### src/rtl/ysyx_22040750_pipe_pkg.sv
// Shared constants for the fullpipeline stage registers: bubble instruction,
// field widths and sizing helpers for occupancy counters and buffer pointers.
package ysyx_22040750_pipe_pkg;

  localparam logic [31:0] NOP_INST = 32'h00000013;
  localparam int          INST_W   = 32;
  localparam int          PC_W     = 32;

  // Width needed to hold an occupancy of 0..depth.
  function automatic int cnt_w(input int depth);
    return $clog2(depth + 1);
  endfunction

  // Pointer width; a single-entry buffer still needs one bit to index.
  function automatic int ptr_w(input int depth);
    return (depth > 1) ? $clog2(depth) : 1;
  endfunction

endpackage

### src/rtl/ysyx_22040750_pipe_buf.sv
// DEPTH x (DATA_W+1) storage for the stage register: payload plus bubble flag,
// one write port and an asynchronous read of the head entry.
module ysyx_22040750_pipe_buf
  import ysyx_22040750_pipe_pkg::*;
#(
  parameter int DATA_W = 64,
  parameter int DEPTH  = 2,
  parameter int PTR_W  = ptr_w(DEPTH)
) (
  input  logic              gclk,
  input  logic              grst_n,
  input  logic              we,
  input  logic [PTR_W-1:0]  wr_idx,
  input  logic [DATA_W-1:0] wr_data,
  input  logic              wr_bub,
  input  logic [PTR_W-1:0]  rd_idx,
  output logic [DATA_W-1:0] rd_data,
  output logic              rd_bub
);

  // Bit DATA_W of each entry is the bubble flag.
  logic [DEPTH-1:0][DATA_W:0] mem;

  always_ff @(posedge gclk or negedge grst_n) begin
    if (!grst_n) begin
      mem <= '0;
    end else if (we) begin
      mem[wr_idx] <= {wr_bub, wr_data};
    end
  end

  assign rd_data = mem[rd_idx][DATA_W-1:0];
  assign rd_bub  = mem[rd_idx][DATA_W];

endmodule

### src/rtl/ysyx_22040750_pipe_skid_reg.sv
// Parametrised pipeline-stage register: DEPTH-entry circular buffer with
// valid/allowin/allowout handshake, stall, flush and jump-bubble injection.
// Optional PIPE_STAT_EN adds stall-cycle and bubble-injection counters.
module ysyx_22040750_pipe_skid_reg
  import ysyx_22040750_pipe_pkg::*;
#(
  parameter int          DATA_W  = 64,
  parameter int          DEPTH   = 2,
  parameter int          NOP_LSB = 0,
  parameter logic [31:0] NOP_VAL = NOP_INST
) (
  input  logic                         I_sys_clk,
  input  logic                         I_rst_n,
  input  logic                         I_valid,
  input  logic [DATA_W-1:0]            I_data,
  input  logic                         I_jmp,
  input  logic                         I_flush,
  input  logic                         I_stall,
  input  logic                         I_allowout,
  output logic                         O_allowin,
  output logic                         O_valid,
  output logic [DATA_W-1:0]            O_data,
  output logic                         O_bubble,
  output logic                         O_input_valid,
  output logic [$clog2(DEPTH+1)-1:0]   O_count,
  output logic [31:0]                  O_stall_cnt,
  output logic [31:0]                  O_bubble_cnt
);

  localparam int CNT_W = cnt_w(DEPTH);
  localparam int PTR_W = ptr_w(DEPTH);

  logic [CNT_W-1:0]  cnt;
  logic [PTR_W-1:0]  rd_ptr, wr_ptr;
  logic [DATA_W-1:0] wdata;
  logic              push, pop;

  function automatic logic [PTR_W-1:0] ptr_inc(input logic [PTR_W-1:0] p);
    return (p == PTR_W'(DEPTH - 1)) ? '0 : p + 1'b1;
  endfunction

  assign O_input_valid = (cnt != '0);
  assign O_valid       = O_input_valid && !I_stall;
  assign pop           = O_valid && I_allowout;
  assign O_count       = cnt;

  // Deeper buffers decide allowin from registered state only, cutting the
  // combinational ready chain; a single entry must pass pop through.
  generate
    if (DEPTH == 1) begin : g_allow_comb
      assign O_allowin = (cnt == '0) || pop;
    end else begin : g_allow_reg
      assign O_allowin = (cnt < CNT_W'(DEPTH));
    end
  endgenerate

  assign push = I_valid && O_allowin && !I_flush;

  always_comb begin
    wdata = I_data;
    if (I_jmp) wdata[NOP_LSB +: INST_W] = NOP_VAL;
  end

  always_ff @(posedge I_sys_clk or negedge I_rst_n) begin
    if (!I_rst_n) begin
      cnt    <= '0;
      rd_ptr <= '0;
      wr_ptr <= '0;
    end else if (I_flush) begin
      cnt    <= '0;
      rd_ptr <= '0;
      wr_ptr <= '0;
    end else begin
      cnt <= cnt + CNT_W'(push) - CNT_W'(pop);
      if (push) wr_ptr <= ptr_inc(wr_ptr);
      if (pop)  rd_ptr <= ptr_inc(rd_ptr);
    end
  end

  ysyx_22040750_pipe_buf #(
    .DATA_W (DATA_W),
    .DEPTH  (DEPTH),
    .PTR_W  (PTR_W)
  ) u_buf (
    .gclk    (I_sys_clk),
    .grst_n  (I_rst_n),
    .we      (push),
    .wr_idx  (wr_ptr),
    .wr_data (wdata),
    .wr_bub  (I_jmp),
    .rd_idx  (rd_ptr),
    .rd_data (O_data),
    .rd_bub  (O_bubble)
  );

`ifdef PIPE_STAT_EN
  logic [31:0] stall_cnt, bubble_cnt;

  // Statistics survive flush; only reset clears them.
  always_ff @(posedge I_sys_clk or negedge I_rst_n) begin
    if (!I_rst_n) begin
      stall_cnt  <= '0;
      bubble_cnt <= '0;
    end else begin
      if (I_stall && O_input_valid) stall_cnt  <= stall_cnt + 32'd1;
      if (push && I_jmp)            bubble_cnt <= bubble_cnt + 32'd1;
    end
  end

  assign O_stall_cnt  = stall_cnt;
  assign O_bubble_cnt = bubble_cnt;
`else
  assign O_stall_cnt  = '0;
  assign O_bubble_cnt = '0;
`endif

endmodule

### config.mk
export PLATFORM = sky130hd
export DESIGN_NAME = ysyx_22040750_pipe_skid_reg
export DESIGN_NICKNAME = d
export VERILOG_FILES = /design/src/rtl/ysyx_22040750_pipe_pkg.sv /design/src/rtl/ysyx_22040750_pipe_buf.sv /design/src/rtl/ysyx_22040750_pipe_skid_reg.sv
export SDC_FILE = /design/constraint.sdc
export NUM_CORES = 1
export LEC_CHECK = 0
export CORE_AREA = 2 2 121 123
export CTS_BUF_LIST = sky130_fd_sc_hd__clkbuf_16
export CTS_CLUSTER_SIZE = 30
export DETAILED_ROUTE_END_ITERATION = 7
export DIE_AREA = 0 0 123 125
export PLACE_DENSITY = 0.76
export SLEW_MARGIN = 10
export SYNTH_ARGS = -nofsm -noshare
export SYNTH_HDL_FRONTEND = slang
export SYNTH_SLANG_ARGS = --single-unit
### constraint.sdc
create_clock -name I_sys_clk -period 2.1 [get_ports I_sys_clk]
set_clock_uncertainty 0.2 [all_clocks]
set_input_delay 0.42 -clock I_sys_clk [delete_from_list [all_inputs] [get_ports I_sys_clk]]
set_output_delay 0.42 -clock I_sys_clk [all_outputs]
set_load 0.01 [all_outputs]
After elaboration in Yosys (flattened, before gate mapping):

Cells that the tools add are included.

* memories: 0
* register bits after elaboration: 134
* output and inout port bits: 134
* latch bits: 0
* logic and storage cells: 36
* memory bits (writable): 0
* bits in read-only memories: 0

* bitwise operators: 0
* div/mod/pow operators: 0
* $mul: 0
* $add $sub $neg: 4
* equality and inequality tests: 0
* multiplexer cells: 13
* reduce and logical (&&, ||, !) cells: 10
* $lt $le $gt $ge: 4
* shift-type cells: 0

Operator list (count)
* 65-bit two-way mux: 3
* 130-bit bitwise mux: 1
* 65-bit demux with 1-bit select: 1
* 32-bit two-way mux: 1
* 1-bit two-way mux: 6
* 2-bit nonzero test: 3
* 1-bit logical AND: 5
* 1-bit by 2-bit less-than comparator with 1-bit output (second input constant): 2
* 1-bit adder (second input constant): 2
* 2-bit by 1-bit adder with 2-bit output: 1
* 1-bit logical NOT: 2
* 2-bit less-than comparator (second input constant): 1
* 2-bit two-way mux: 1
* 2-bit by 1-bit subtractor with 2-bit output: 1
* 1-bit greater-or-equal comparator (second input constant): 1

Longest topological paths before layout:

Gate-level depths: netlist (run 1).

* depth in word-level cells: 6
* gate-level depth with buffers: 8

Cells and area by module:

Synthesis (run 1) repeated with hierarchy kept, for this count alone.

* cells, all modules: 472
* area, all modules: 6585.1 um^2

Modules (own cells, without submodules)
* ysyx_22040750_pipe_buf: cells each 348, instances 1, area each 5632.9 um^2, seq. area each 3253.1 um^2
* ysyx_22040750_pipe_skid_reg: cells each 124, instances 1, area each 952.2 um^2, seq. area each 100.1 um^2

Least setup slack after synthesis (run 1):

OpenSTA, ideal clock, no wires.

* kind: flip-flop to output port
* from: reg rd_ptr
* to: out O_data[10]
* arrival time: 1.295 ns
* cell stages (with the launch flop): 4
* setup slack: 0.185 ns
* data required time: 1.480 ns
* path buffers: 2
* path through: dfrtp_1 -> buf_2 -> buf_1 -> mux2_2

* cells in the longest elaborated chain, start to end: 2

Ends and longest elaborated chain
* start: declaration: RTL line ysyx_22040750_pipe_skid_reg.sv:34 `logic [PTR_W-1:0] rd_ptr, wr_ptr;`
* start signal: assignment: RTL line ysyx_22040750_pipe_skid_reg.sv:76 `if (pop) rd_ptr <= ptr_inc(rd_ptr);`
* 65-bit two-way mux (not written as such) (2 in series): RTL line ysyx_22040750_pipe_buf.sv:32 `assign rd_data = mem[rd_idx][DATA_W-1:0];`
* end: declaration: RTL line ysyx_22040750_pipe_skid_reg.sv:22 `output logic [DATA_W-1:0] O_data,`

Every way passes these cells. The select of a mux whose other input is x is not followed.

Final worst setup path (run 1):

* from: reg rd_ptr
* to: out O_data[42]

The elaborated chain is that of the path after synthesis.

==> summary.txt, run 1 <==
xor-xnor portion of the synthesized cell area -> 0.403%
adder-cell area share of the yosys netlist -> 0.383%
outcome -> complete, but fails checks
largest net degree at the start of global routing -> 47
drt first-iter violations -> 158
pwr/cell area -> 1130 mW/mm²
CP delay by family, top -> buffers and inverters
Seq/Total Area, Yosys -> 51.4%
Post-Syn Area -> 0.00653 mm²
number of global-route vias before repair -> 4646
share of layout cells above drive strength 1 -> 37.9%
Tmin final -> 2290 ps
Peak Freq -> 437 MHz
Die W -> 123 µm
global-route wire length before repair -> 23300 µm
WP buf/inv -> 4
num ports -> 205
DRT Pass-1 Iters -> 4
Starting Density -> 46.0%
met2 Use GR -> 33.1%
I/O Buffers -> 140
Most Crowded Layer GR -> met2
Fin Hold WS -> 274 ps
Synth area leaders -> dfrtp_1 (51%), mux2_2 (17%), mux2_4 (7.6%), buf_4 (7.4%), nand2_1 (3.7%)
HPWL after DPL -> 9160 µm
Final setup viols -> 72
Die Y -> 125 µm
Critical Path, Cell by Cell -> buf_12 > buf_8 > buf_16 > mux2_4 > buf_6
GR Util met3 -> 4.61%
Area Growth Syn to Fin -> 39.6%
initial antenna violation count -> 0
CTS Buf Count -> 17
fin crit share -> 109%
failing checks -> negative setup slack
Yosys reg bits -> 134
CP Capture Type -> primary output
H-Tree Level Count -> 4
# clock sinks -> 134
Worst-Skew Late Latency -> 410 ps
mux share of post-synthesis cell area -> 24.7%
class of the worst hold path -> input pin to async pin
largest family of logic cells by synthesized area -> multiplexers
all-layer global routing usage -> 19.6%
deepest clock path buffer count -> 2
Worst-path clk slew -> 50 ps
Core Region -> 0.0142 mm²
crit-path max FO -> 8
Synth Area per Inst -> 12.0 µm²
Syn Inst Count -> 543
crit path DAT -> 1670 ps
DIE AREA -> 0.0154 mm²
max-slew violations -> 0
Compound-Gate Fraction of Synth Area -> 4.91%
via count -> 4399
Layout Nets -> 787
Crit-path slowest cell -> dfrtp_2
Row Count -> 44
Final ANT Viol Nets -> 0
leakage power figure -> 0.00429 µW
Post-Layout Cell Count -> 909
worst vdd rail ir drop -> 0.634 mV
RSZ-0062 raised after global routing -> true
grt total ovfl -> 0
TritonCTS clock tree -> done
kind of critical path -> register to primary output
routability cong. -> 0.766
crit-path max cell delay -> 420 ps
finished layout cell area -> 0.00911 mm²
Avg WL per Cell -> 16.8 µm
DP Area -> 0.00804 mm²
CP Data Required Time -> 1480 ps
Hold Vio Cnt, Final -> 0
YS warnings -> 0
routing usage on met1 -> 24.5%
setup TNS -> -9070 ps
crit start category -> register
Inserted Diodes -> 0
vias per std cell -> 4.84
Post-route DRC -> 0
Yosys cell types -> 22
Post-Place Cells -> 858
Routed WL -> 15300 µm
final worst slack -> -189 ps
Max-cap violations -> 0
clk root buf -> clkbuf_16
Post-Synth Simple-Gate Area -> 7.76%
Power, Total -> 10300 µW
cell accounting for the most synthesized area -> dfrtp_1
post-synth top area share -> 51.4%
-- layout make-up --
| class | count | area (µm²) |
|---|---|---|
| Clock inverter | 13 | 53.8 |
| Fill cell | 1063 | 5090 |
| Inverter | 3 | 11.3 |
| Tap cell | 184 | 230 |
| Timing Repair Buffer | 185 | 2230 |
| Sequential cell | 134 | 3360 |
| Multi-Input combinational cell | 373 | 2810 |
| Clock buffer | 17 | 425 |
-- synth_stat cells --
cell	n
inv_1	3
nand2b_1	30
buf_2	8
buf_6	8
ha_1	2
buf_1	6
and2b_1	1
clkbuf_1	10
xnor2_1	3
buf_4	64
nor2_1	8
nand2_1	64
nand4bb_1	1
mux2_2	99
mux2_4	33
nor3b_1	1
nor2b_1	2
or4b_1	1
conb_1	1
o21ai_1	30
o21ai_0	34
dfrtp_1	134
-- per-stage QoR --
| stage | utilization (%) | setup slack (ps) |
|---|---|---|
| after floorplan | - | 185 |
| after global placement | 56.6 | -233 |
| after detailed placement | 56.6 | -252 |
| after CTS | 62.5 | -202 |
| after global routing | 64.2 | -224 |
| final | 64.2 | -189 |
-- where the power goes --
group          switching (µW)  internal [µW]
Combinational            1450           2350
Clock                    1010           1440
Sequential                523           3540
-- repair_timing --
action                                  CTS  global route
buffers inserted                          9             1
cloned                                    7             6
hold buffers                              1             0
pin swaps                                 0             2
hold endpoints to repair                 35             0
endpoints found under the setup margin   68            76
resized for setup                       341            32
-- layer usage --
metal | vias up | wire [µm]
met5 | - | 0
met4 | 0 | 226
met3 | 24 | 778
met2 | 144 | 7770
met1 | 2173 | 6500
li1 | 2058 | -
-- worst register-to-register path: cells and delay by family, from the launching register on --
kind | cells | cell delay (ps)
AND/OR/NAND/NOR | 1 | 650
flip-flops | 1 | 450
buffers and inverters | 2 | 410
multiplexers | 1 | 310
-- path summary, 6_finish.rpt --
kind                            slack [ps]                      start                        end  cells past startpoint
worst max-delay path                  -190         rd_ptr$_DFFE_PN0P_                 O_data[42]                      5
worst min-delay path                   270                    I_rst_n  u_buf.mem[35]$_DFFE_PN0P_                      2
worst max register to register         -30       O_count[1]$_DFF_PN0_  u_buf.mem[42]$_DFFE_PN0P_                      4
worst min register to register         270  u_buf.mem[65]$_DFFE_PN0P_  u_buf.mem[65]$_DFFE_PN0P_                      2
max in group asynchronous              780                    I_rst_n  u_buf.mem[23]$_DFFE_PN0P_                      3
min in group I_sys_clk                 270  u_buf.mem[65]$_DFFE_PN0P_  u_buf.mem[65]$_DFFE_PN0P_                      2
-- cell usage in the layout, fill, tap and decap left out, drive strengths merged --
cell / instances
dfrtp: 134
mux2: 132
buf: 105
clkdlybuf4s50: 71
conb: 64
nand2: 64
o21ai: 64
nand2b: 30
clkbuf: 22
clkinv: 9
nor2: 8
inv: 7
dlygate4sd2: 3
xnor2: 3
ha: 2
nor2b: 2
nor3b: 1
and2b: 1
nand4bb: 1
or4b: 1
dlygate4sd3: 1
-- cell families after synthesis --
family                     after synthesis
other                                    1
xor gates and xnor gates                 3
and+or+nand+nor                        108
DFF                                    134
muxes                                  132
AOI/OAI and AO/OA                       64
buffers and inverters                   99
adders and majority gates                2
-- registers in the layout, summed over array words and instances (netlist names) --
name       flops
wr_ptr         1
u_buf.mem    130
O_count        2
rd_ptr         1
Power figures use the tool's default switching activity.
==> run 2, diff against run 1 <==
--- a/config.mk
+++ b/config.mk
@@ -10,8 +10,10 @@
 export CTS_CLUSTER_SIZE = 30
 export DETAILED_ROUTE_END_ITERATION = 7
 export DIE_AREA = 0 0 123 125
+export HOLD_SLACK_MARGIN = 0.02
 export PLACE_DENSITY = 0.76
 export SLEW_MARGIN = 10
 export SYNTH_ARGS = -nofsm -noshare
 export SYNTH_HDL_FRONTEND = slang
 export SYNTH_SLANG_ARGS = --single-unit
+export TNS_END_PERCENT = 50
==> run 2 against run 1 <==
  * The flow still finishes with violations (negative setup slack)
  * First-iteration DRC count decreased by 11%
  * Non-clock buffer count decreased by 7
  * Clock-buffer cell count unchanged
  * Critical path depth unchanged
  * Combinational power decreased by 3%
  * Critical path type unchanged
  * Largest power group unchanged
==> summary.txt, run 2 (synthesis results as in run 1) <==
Peak Freq -> 437 MHz (about the same)
Routed WL -> 14500 µm (-5.1%)
deepest clock path buffer count -> 2 (unchanged)
routability cong. -> 0.766 (unchanged)
FILL cells -> 1094 (+2.9%)
final worst slack -> -189 ps (+0.0390 ps)
via count -> 4310 (-2.0%)
worst reg-to-reg setup slack -> 160 ps (+190 ps)
r2r startpoint -> O_count[1]$_DFF_PN0_
largest net degree at the start of global routing -> 47 (unchanged)
hold_sp -> u_buf.mem[65]$_DFFE_PN0P_
crit path DAT -> 1670 ps (about the same)
share of layout cells above drive strength 1 -> 36.5% (-1.4 points)
Final setup viols -> 65 (-9.7%)
# clock sinks -> 134 (unchanged)
global-route wire length before repair -> 23100 µm (-0.71%)
grt total ovfl -> 0 (unchanged)
crit-path max cell delay -> 420 ps (about the same)
leakage power figure -> 0.00419 µW (-2.1%)
all-layer global routing usage -> 19.5% (-0.14 points)
r2r worst-path depth -> 3 (-1)
CP delay by family, top -> buffers and inverters
Final ANT Viol Nets -> 0 (unchanged)
number of global-route vias before repair -> 4619 (-0.58%)
vias per std cell -> 4.78 (-1.3%)
CP Data Required Time -> 1480 ps (about the same)
DRT Pass-1 Iters -> 4 (unchanged)
crit start category -> register
Die W -> 123 µm (unchanged)
most frequent cells in the layout -> dfrtp_1 (132), mux2_2 (95), clkdlybuf4s50_1 (71), buf_6 (65)
TritonCTS clock tree -> done
Core Region -> 0.0142 mm² (unchanged)
WHS Endpoint -> u_buf.mem[65]$_DFFE_PN0P_
commonest non-fill, non-tap cell in the layout -> dfrtp_1
Die Y -> 125 µm (unchanged)
Tmin final -> 2290 ps (-0.0390 ps)
finished layout cell area -> 0.00893 mm² (-2.0%)
RSZ-0062 raised after global routing -> true
Layout Nets -> 780 (-0.89%)
HPWL after DPL -> 9160 µm (unchanged)
CTS Buf Count -> 17 (unchanged)
failing checks -> negative setup slack
Avg WL per Cell -> 16.1 µm (-4.3%)
Max-cap violations -> 0 (unchanged)
initial antenna violation count -> 0 (unchanged)
Starting Density -> 46.0% (unchanged)
Top reg by flops -> u_buf.mem
pwr/cell area -> 1140 mW/mm² (+0.67%)
kind of critical path -> register to primary output
RR Endpoint -> u_buf.mem[62]$_DFFE_PN0P_
H-Tree Level Count -> 4 (unchanged)
Fin Hold WS -> 274 ps (+0.00900 ps)
Inserted Diodes -> 0 (unchanged)
clk root buf -> clkbuf_16
Row Count -> 44 (unchanged)
drt first-iter violations -> 141 (-11%)
Critical Path Stages -> 5 (unchanged)
fin crit share -> 109% (about the same)
worst vdd rail ir drop -> 0.633 mV (about the same)
Post-route DRC -> 0 (unchanged)
I/O Buffers -> 140 (unchanged)
crit-path max FO -> 8 (unchanged)
CP Capture Type -> primary output
Critical Path, Cell by Cell -> buf_12 > buf_8 > buf_16 > mux2_4 > buf_6
Worst-path clk slew -> 50 ps (about the same)
Crit-path slowest cell -> dfrtp_2
Hold Vio Cnt, Final -> 0 (unchanged)
Worst-Skew Late Latency -> 410 ps (about the same)
num ports -> 205 (unchanged)
Power, Total -> 10200 µW (-1.4%)
Hold Path Stages -> 2
class of the worst hold path -> register to register
outcome -> complete, but fails checks
WP buf/inv -> 4 (unchanged)
DP Area -> 0.00804 mm² (unchanged)
max reg flops -> 130 (unchanged)
DIE AREA -> 0.0154 mm² (unchanged)
max-slew violations -> 0 (unchanged)
Area Growth Syn to Fin -> 36.8%
[run 2: changes by cell type in the layout (fill, tap and decap cells not counted), moves of 3 or more]
cell       previous run  this run
buf_4                12        16
buf_6                73        65
clkbuf_16            22        18
mux2_2               92        95
mux2_4               40        37
nand2_1              61        64
nand2_2               3         0
[run 2: final cells by class]
class | count | area (µm²) | share of cell area, %
Sequential cell | 134 | 3360 | 37.6
Multi-Input combinational cell | 373 | 2780 | 31.1
Timing Repair Buffer | 178 | 2080 | 23.3
Clock buffer | 17 | 425 | 4.76
Tap cell | 184 | 230 | 2.58
Clock inverter | 13 | 53.8 | 0.602
Inverter | 3 | 11.3 | 0.126
[run 2: tightest hold or removal path: stages, from the launching register on]
cell and delay, ps:
dfrtp_1 340, nand2_1 40, o21ai_0 60
[run 2: power breakdown]
group | leakage (µW) | switching, µW | internal (µW)
combinational | 0.00228 | 1410 | 2270
sequential | 0.00166 | 512 | 3540
clock | 0.000254 | 1000 | 1440
[run 2: worst max path at each step]
stage / from / to / slack, ps
final: rd_ptr$_DFFE_PN0P_ / O_data[42] / -190
after global routing: rd_ptr$_DFFE_PN0P_ / O_data[42] / -230
after CTS: rd_ptr$_DFFE_PN0P_ / O_bubble / -210
after detailed placement: I_flush / u_buf.mem[62]$_DFFE_PN0P_ / -250
after global placement: I_allowout / O_count[1]$_DFF_PN0_ / -230
after floorplan: rd_ptr$_DFFE_PN0P_ / O_data[10] / 190
[run 2: layer usage]
layer  share of wire, %  wire length, µm  GRT usage, %
met3                5.1              745          4.61
met5                  0                0             0
met1                 42             6160          24.4
met2                 51             7380          32.7
met4                1.6              226          7.15
[run 2: repair_timing]
| item | in CTS | in global routing |
|---|---|---|
| setup endpoints to repair | 68 | 66 |
| hold endpoints to repair | 35 | 0 |
| cloned | 7 | 1 |
| hold buffers | 1 | 0 |
| resized for setup | 336 | 15 |
| setup buffers | 5 | 1 |
[run 2: metrics by stage]
step / worst slack [ps] / instances / util (%) / setup TNS (ps)
finish: -189 / 902 / 62.9 / -9080
global route: -227 / 902 / 62.9 / -11860
CTS: -209 / 901 / 62.1 / -11280
detailed placement: -252 / 858 / 56.6 / -14490
global placement: -233 / 858 / 56.6 / -12690
floorplan: 185 / 606 / - / 0
==> run 3, diff against run 2 <==
--- a/config.mk
+++ b/config.mk
@@ -5,13 +5,13 @@
 export SDC_FILE = /design/constraint.sdc
 export NUM_CORES = 1
 export LEC_CHECK = 0
-export CORE_AREA = 2 2 121 123
+export CORE_AREA = 2 2 128 130
 export CTS_BUF_LIST = sky130_fd_sc_hd__clkbuf_16
 export CTS_CLUSTER_SIZE = 30
 export DETAILED_ROUTE_END_ITERATION = 7
-export DIE_AREA = 0 0 123 125
+export DIE_AREA = 0 0 130 132
 export HOLD_SLACK_MARGIN = 0.02
-export PLACE_DENSITY = 0.76
+export PLACE_DENSITY = 0.71
 export SLEW_MARGIN = 10
 export SYNTH_ARGS = -nofsm -noshare
 export SYNTH_HDL_FRONTEND = slang
==> constraint.sdc (replaced) <==
create_clock -name I_sys_clk -period 2.05 [get_ports I_sys_clk]
set_clock_uncertainty 0.2 [all_clocks]
set_input_delay 0.41 -clock I_sys_clk [delete_from_list [all_inputs] [get_ports I_sys_clk]]
set_output_delay 0.41 -clock I_sys_clk [all_outputs]
set_load 0.01 [all_outputs]
==> run 3 against run 2 <==
  * The run still ends with negative setup slack left
  * Non-clock buffer count rose by 2
  * Die area rose by 12%
  * Clock-buffer cell count did not move
  * Clock power rose by 3%
  * Sequential share of layout area fell by 0.52 points
  * Cell count rose by 3.9%
  * Sequential power rose by 3%
  * Register-to-register slack got worse by 50 ps
  * Utilization fell by 5.2 points
  * Combinational power rose by 6.3%
  * Worst hold slack got worse by 11 ps
  * Critical path type unchanged
  * Critical endpoint is now O_data[24]
==> summary.txt, run 3 (synthesis results as in run 1) <==
DR top layer -> met4
HPWL after DPL -> 9390 µm (+2.6%)
Final ANT Viol Nets -> 0 (unchanged)
Row Count -> 46 (+4.5%)
num ports -> 205 (unchanged)
Tmin final -> 2230 ps
failing checks -> negative setup slack
pwr/cell area -> 1170 mW/mm² (+2.7%)
outcome -> complete, but fails checks
Worst-path clk slew -> 50 ps (about the same)
max reg flops -> 130 (unchanged)
RSZ-0062 raised after global routing -> true
Power, Total -> 10600 µW (+4.1%)
Routed WL -> 14800 µm (+2.3%)
WP buf/inv -> 3 (-1)
CTS Buf Count -> 17 (unchanged)
Peak Freq -> 449 MHz
drt first-iter violations -> 214 (+52%)
Top reg by flops -> u_buf.mem
Crit-path slowest cell -> dfrtp_2
kind of critical path -> register to primary output
commonest non-fill, non-tap cell in the layout -> dfrtp_1
Final setup viols -> 65 (unchanged)
H-Tree Level Count -> 4 (unchanged)
routability cong. -> 0.751 (-2.0%)
DIE AREA -> 0.0172 mm² (+12%)
met3 wire len -> 935 µm (+26%)
CP delay by family, top -> flip-flops
all-layer global routing usage -> 17.3% (-2.2 points)
deepest clock path buffer count -> 2 (unchanged)
class of the worst hold path -> input pin to async pin
Die W -> 130 µm (+5.7%)
Starting Density -> 41.5% (-4.4 points)
Post-Layout Cell Count -> 937 (+3.9%)
crit path DAT -> 1620 ps (-50 ps)
final worst slack -> -176 ps (+13.6 ps)
crit start category -> register
fin crit share -> 109%
worst vdd rail ir drop -> 0.599 mV (-5.5%)
Met1 Wirelength -> 6260 µm (+1.6%)
via count -> 4377 (+1.6%)
Post-route DRC -> 0 (unchanged)
setup TNS -> -9420 ps (-337 ps)
Avg WL per Cell -> 15.8 µm (-1.5%)
DRT Pass-1 Iters -> 5 (+1)
# clock sinks -> 134 (unchanged)
share of layout cells above drive strength 1 -> 36.5% (about the same)
crit-path max FO -> 5 (-3)
most frequent cells in the layout -> dfrtp_1 (132), mux2_4 (84), clkdlybuf4s50_1 (71)
vias per std cell -> 4.67 (-2.2%)
Worst-Skew Late Latency -> 400 ps (about the same)
CP Data Required Time -> 1440 ps (-40 ps)
Post-Place Cells -> 887 (+3.4%)
Die Y -> 132 µm (+5.6%)
I/O Buffers -> 140 (unchanged)
Hold Vio Cnt, Final -> 0 (unchanged)
Area Growth Syn to Fin -> 38.7%
Fin Hold WS -> 263 ps (-11.2 ps)
DP Area -> 0.00806 mm² (+0.22%)
Layout Nets -> 782 (+0.26%)
Core Region -> 0.0157 mm² (+11%)
largest net degree at the start of global routing -> 51 (+8.5%)
Max-cap violations -> 0 (unchanged)
finished layout cell area -> 0.00906 mm² (+1.4%)
CP Capture Type -> primary output
Critical Path, Cell by Cell -> buf_12 > clkbuf_16 > mux2_4 > buf_6
number of global-route vias before repair -> 4593 (-0.56%)
TritonCTS clock tree -> done
met2 WL post-DR -> 7510 µm (+1.8%)
max-slew violations -> 0 (unchanged)
global-route wire length before repair -> 23300 µm (+0.84%)
clk root buf -> clkbuf_16
Inserted Diodes -> 0 (unchanged)
leakage power figure -> 0.00430 µW (+2.6%)
grt total ovfl -> 0 (unchanged)
crit-path max cell delay -> 450 ps (+30 ps)
initial antenna violation count -> 0 (unchanged)
[run 3: changes by cell type in the layout (fill, tap and decap cells not counted), moves of 2 or more]
cell / before / now
mux2_4: 37 / 84
mux2_2: 95 / 48
clkinv_2: 4 / 2
buf_8: 2 / 0
clkinv_1: 5 / 8
buf_16: 6 / 2
buf_2: 1 / 4
buf_4: 16 / 20
[run 3: timing repair]
action                                  4_1_cts  5_1_grt
hold endpoints to repair                     30        0
gates cloned                                  4        2
endpoints found under the setup margin       69       66
hold buffers                                  1        0
pin swaps                                     0        0
resized for setup                           290       98
setup buffers                                14        1
[run 3: area by class of cell]
class                           instances  area, µm²
Clock inverter                         14       55.1
Multi-Input combinational cell        373       2950
Inverter                                3       11.3
Fill cell                            1283       6660
Timing Repair Buffer                  180       1990
Tap cell                              216        270
Sequential cell                       134       3360
Clock buffer                           17        425
[run 3: per-layer routing]
layer | track usage [%] | vias to the layer above
li1 | - | 2035
met1 | 22.2 | 2182
met2 | 28.7 | 146
met3 | 4.87 | 14
met4 | 4.42 | 0
met5 | 0 | -
[run 3: power breakdown]
group          internal [µW]  switching [µW]
Combinational           2460            1450
Clock                   1480            1030
Sequential              3630             545
Total                   7560            3030
[run 3: metrics by stage]
stage	setup WS, ps	utilization (%)
2_1_floorplan	145	-
3_3_place_gp	-296	51.3
3_5_place_dp	-337	51.3
4_1_cts	-289	55.8
5_1_grt	-220	57.6
6_report	-176	57.6
[run 3: path summary, 6_finish.rpt]
kind	startpoint	end	slack, ps	depth (start not counted)
hold / removal	I_rst_n	u_buf.mem[100]$_DFFE_PN0P_	260	2
hold reg to reg	u_buf.mem[82]$_DFFE_PN0P_	u_buf.mem[82]$_DFFE_PN0P_	280	2
min in group I_sys_clk	u_buf.mem[82]$_DFFE_PN0P_	u_buf.mem[82]$_DFFE_PN0P_	280	2
setup / recovery	rd_ptr$_DFFE_PN0P_	O_data[24]	-180	4
setup reg to reg	O_count[1]$_DFF_PN0_	u_buf.mem[45]$_DFFE_PN0P_	110	3
max in group asynchronous	I_rst_n	O_count[1]$_DFF_PN0_	780	3
==> RTL change (flow settings as in run 2) <==
Add a define of `PIPE_STAT_EN`.
--- a/src/rtl/ysyx_22040750_pipe_skid_reg.sv
+++ b/src/rtl/ysyx_22040750_pipe_skid_reg.sv
@@ -3,2 +3,4 @@
 // Optional PIPE_STAT_EN adds stall-cycle and bubble-injection counters.
+`define PIPE_STAT_EN
+
 module ysyx_22040750_pipe_skid_reg
Function: changed (Yosys sat finds a counterexample within 4 cycles, from zero or initial values and one cycle with I_rst_n low).
==> RTL change against run 2 <==
- the run still ends with negative setup slack left
- design area is 38% higher
- synthesized cell count up 34%
- total power is 24% higher
- clock power grew 26%
- critical path depth is the same
- global-route usage grew 11 points
- synthesized area up 35%
- count of clock-buffer cells in the layout did not move
- non-clock buffer count grew 84
- worst setup slack got worse by 60 ps
- wire length up 55%
- sequential cell count increased by 64
- largest cell class unchanged
==> RTL change: results (changes against run 2) <==
stage;metric;value;unit;change
grt;grt_max_degree;55;;was 47
cells_and_area;final_cells;1173;;was 902
synthesis;synth-seq-area-share;56.43;%;was 51.37%
cells_and_area;drive_above_1_share;33.47;%;was 36.49%
synthesis;synthXorXnorAreaFrac;6.583;%;was 0.4025%
timing;worst_slack;-249.2;ps;was -189.3 ps
pwr;p_leak;5.505;nW;was 4.194 nW
synthesis;ys_types;34;;was 22
placement;portBuffers;204;;was 140
placement;hpwl;14.38;mm;was 9.158 mm
status;failed_checks;negative setup slack;;unchanged
cells_and_area;nFillCells;675;;was 1094
routing;routed_wl;22.50;mm;was 14.51 mm
pwr;peakVddDrop;0.5598;mV;was 0.6333 mV
timing;setup_viol;65;;unchanged
clock_tree;clkTransAtPathRegs;70;ps;was 50 ps
synthesis;synthAdderAreaFrac;0.5700;%;was 0.3834%
synthesis;synth_area_per_cell;12.06;um^2;was 12.02 um^2
routing;vias;6568;;was 4310
grt;grt_pass1_vias;7075;;was 4619
synthesis;synthMuxAreaShare;16.93;%;was 24.67%
routing;drt_iter0_markers;402;;was 141
critical_path;cp_max_fo;7;;was 8
clock_tree;clock_latency;430;ps;was 410 ps
placement;gp_congestion;0.8381;;was 0.7662
status;outcome;finished with violations;;unchanged
grt;grt_pass1_wl;35.98;mm;was 23.09 mm
placement;dp.cells;1122;;was 858
==> RTL change: layout make-up <==
type                            count  area [um^2]  share of cell area, %
Sequential cell                   198         4990                  40.50
Inverter                            6        22.52                 0.1828
Multi-Input combinational cell    491         3739                  30.34
Clock buffer                       17        425.4                  3.453
Clock inverter                     15        123.9                  1.005
Timing Repair Buffer              262         2790                  22.65
Tap cell                          184        230.2                  1.869
==> RTL change: per-layer routing <==
layer | routed length [um] | up-vias | track usage (%)
met2 | 11680 | 207 | 51.77
met4 | 568 | 0 | 10.96
met5 | 0 | - | 0
li1 | - | 3015 | -
met1 | 8703 | 3305 | 37.05
met3 | 1548 | 41 | 8.075
==> RTL change: through the flow <==
step	setup WS, ps	area [um^2]	TNS (ps)
after floorplan	26.78	8781	0
after global placement	-291.3	11350	-16440
after detailed placement	-400.4	11350	-33030
after CTS	-248.5	12290	-12590
after global routing	-279.4	12320	-15520
final	-249.2	12320	-12920
==> RTL change: final timing paths <==
path	end	slack (ps)	depth (start not counted)
max	O_data[26]	-250	5
min	O_bubble_cnt[31]$_DFFE_PN0P_	280	1
max reg2reg	O_count[1]$_DFF_PN0_	30	8
min reg2reg	O_bubble_cnt[31]$_DFFE_PN0P_	280	1
max in group asynchronous	O_bubble_cnt[0]$_DFFE_PN0P_	720	3
min in group asynchronous	u_buf.mem[84]$_DFFE_PN0P_	300	2
==> RTL change: cell families (layout without fill, tap and decap cells) <==
| group | count (synthesis) | count (layout) |
|---|---|---|
| AOI/OAI and AO/OA | 68 | 68 |
| xor gates and xnor gates | 66 | 66 |
| adders and majority gates | 4 | 4 |
| buffers and inverters | 39 | 300 |
| DFF | 198 | 198 |
| muxes | 132 | 132 |
| and+or+nand+nor | 221 | 221 |
==> RTL change: critical path, stage by stage, from the launching register on <==
cell and delay (ps):
dfrtp_2 450, buf_6 140, buf_6 130, buf_16 140, mux2_4 310, buf_6 130
==> RTL change: where the power goes <==
group | internal [mW] | switching [mW] | total [mW]
combinational | 2.39 | 1.66 | 4.04
clock | 1.55 | 1.53 | 3.08
sequential | 4.86 | 0.683 | 5.55
total | 8.79 | 3.88 | 12.7
==> RTL change: repair_timing <==
item	CTS	global route
setup endpoints to repair	79	90
resized for setup	364	47
hold buffers	1	0
endpoints found under the hold margin	42	0
buffers inserted	10	6
gates cloned	6	0
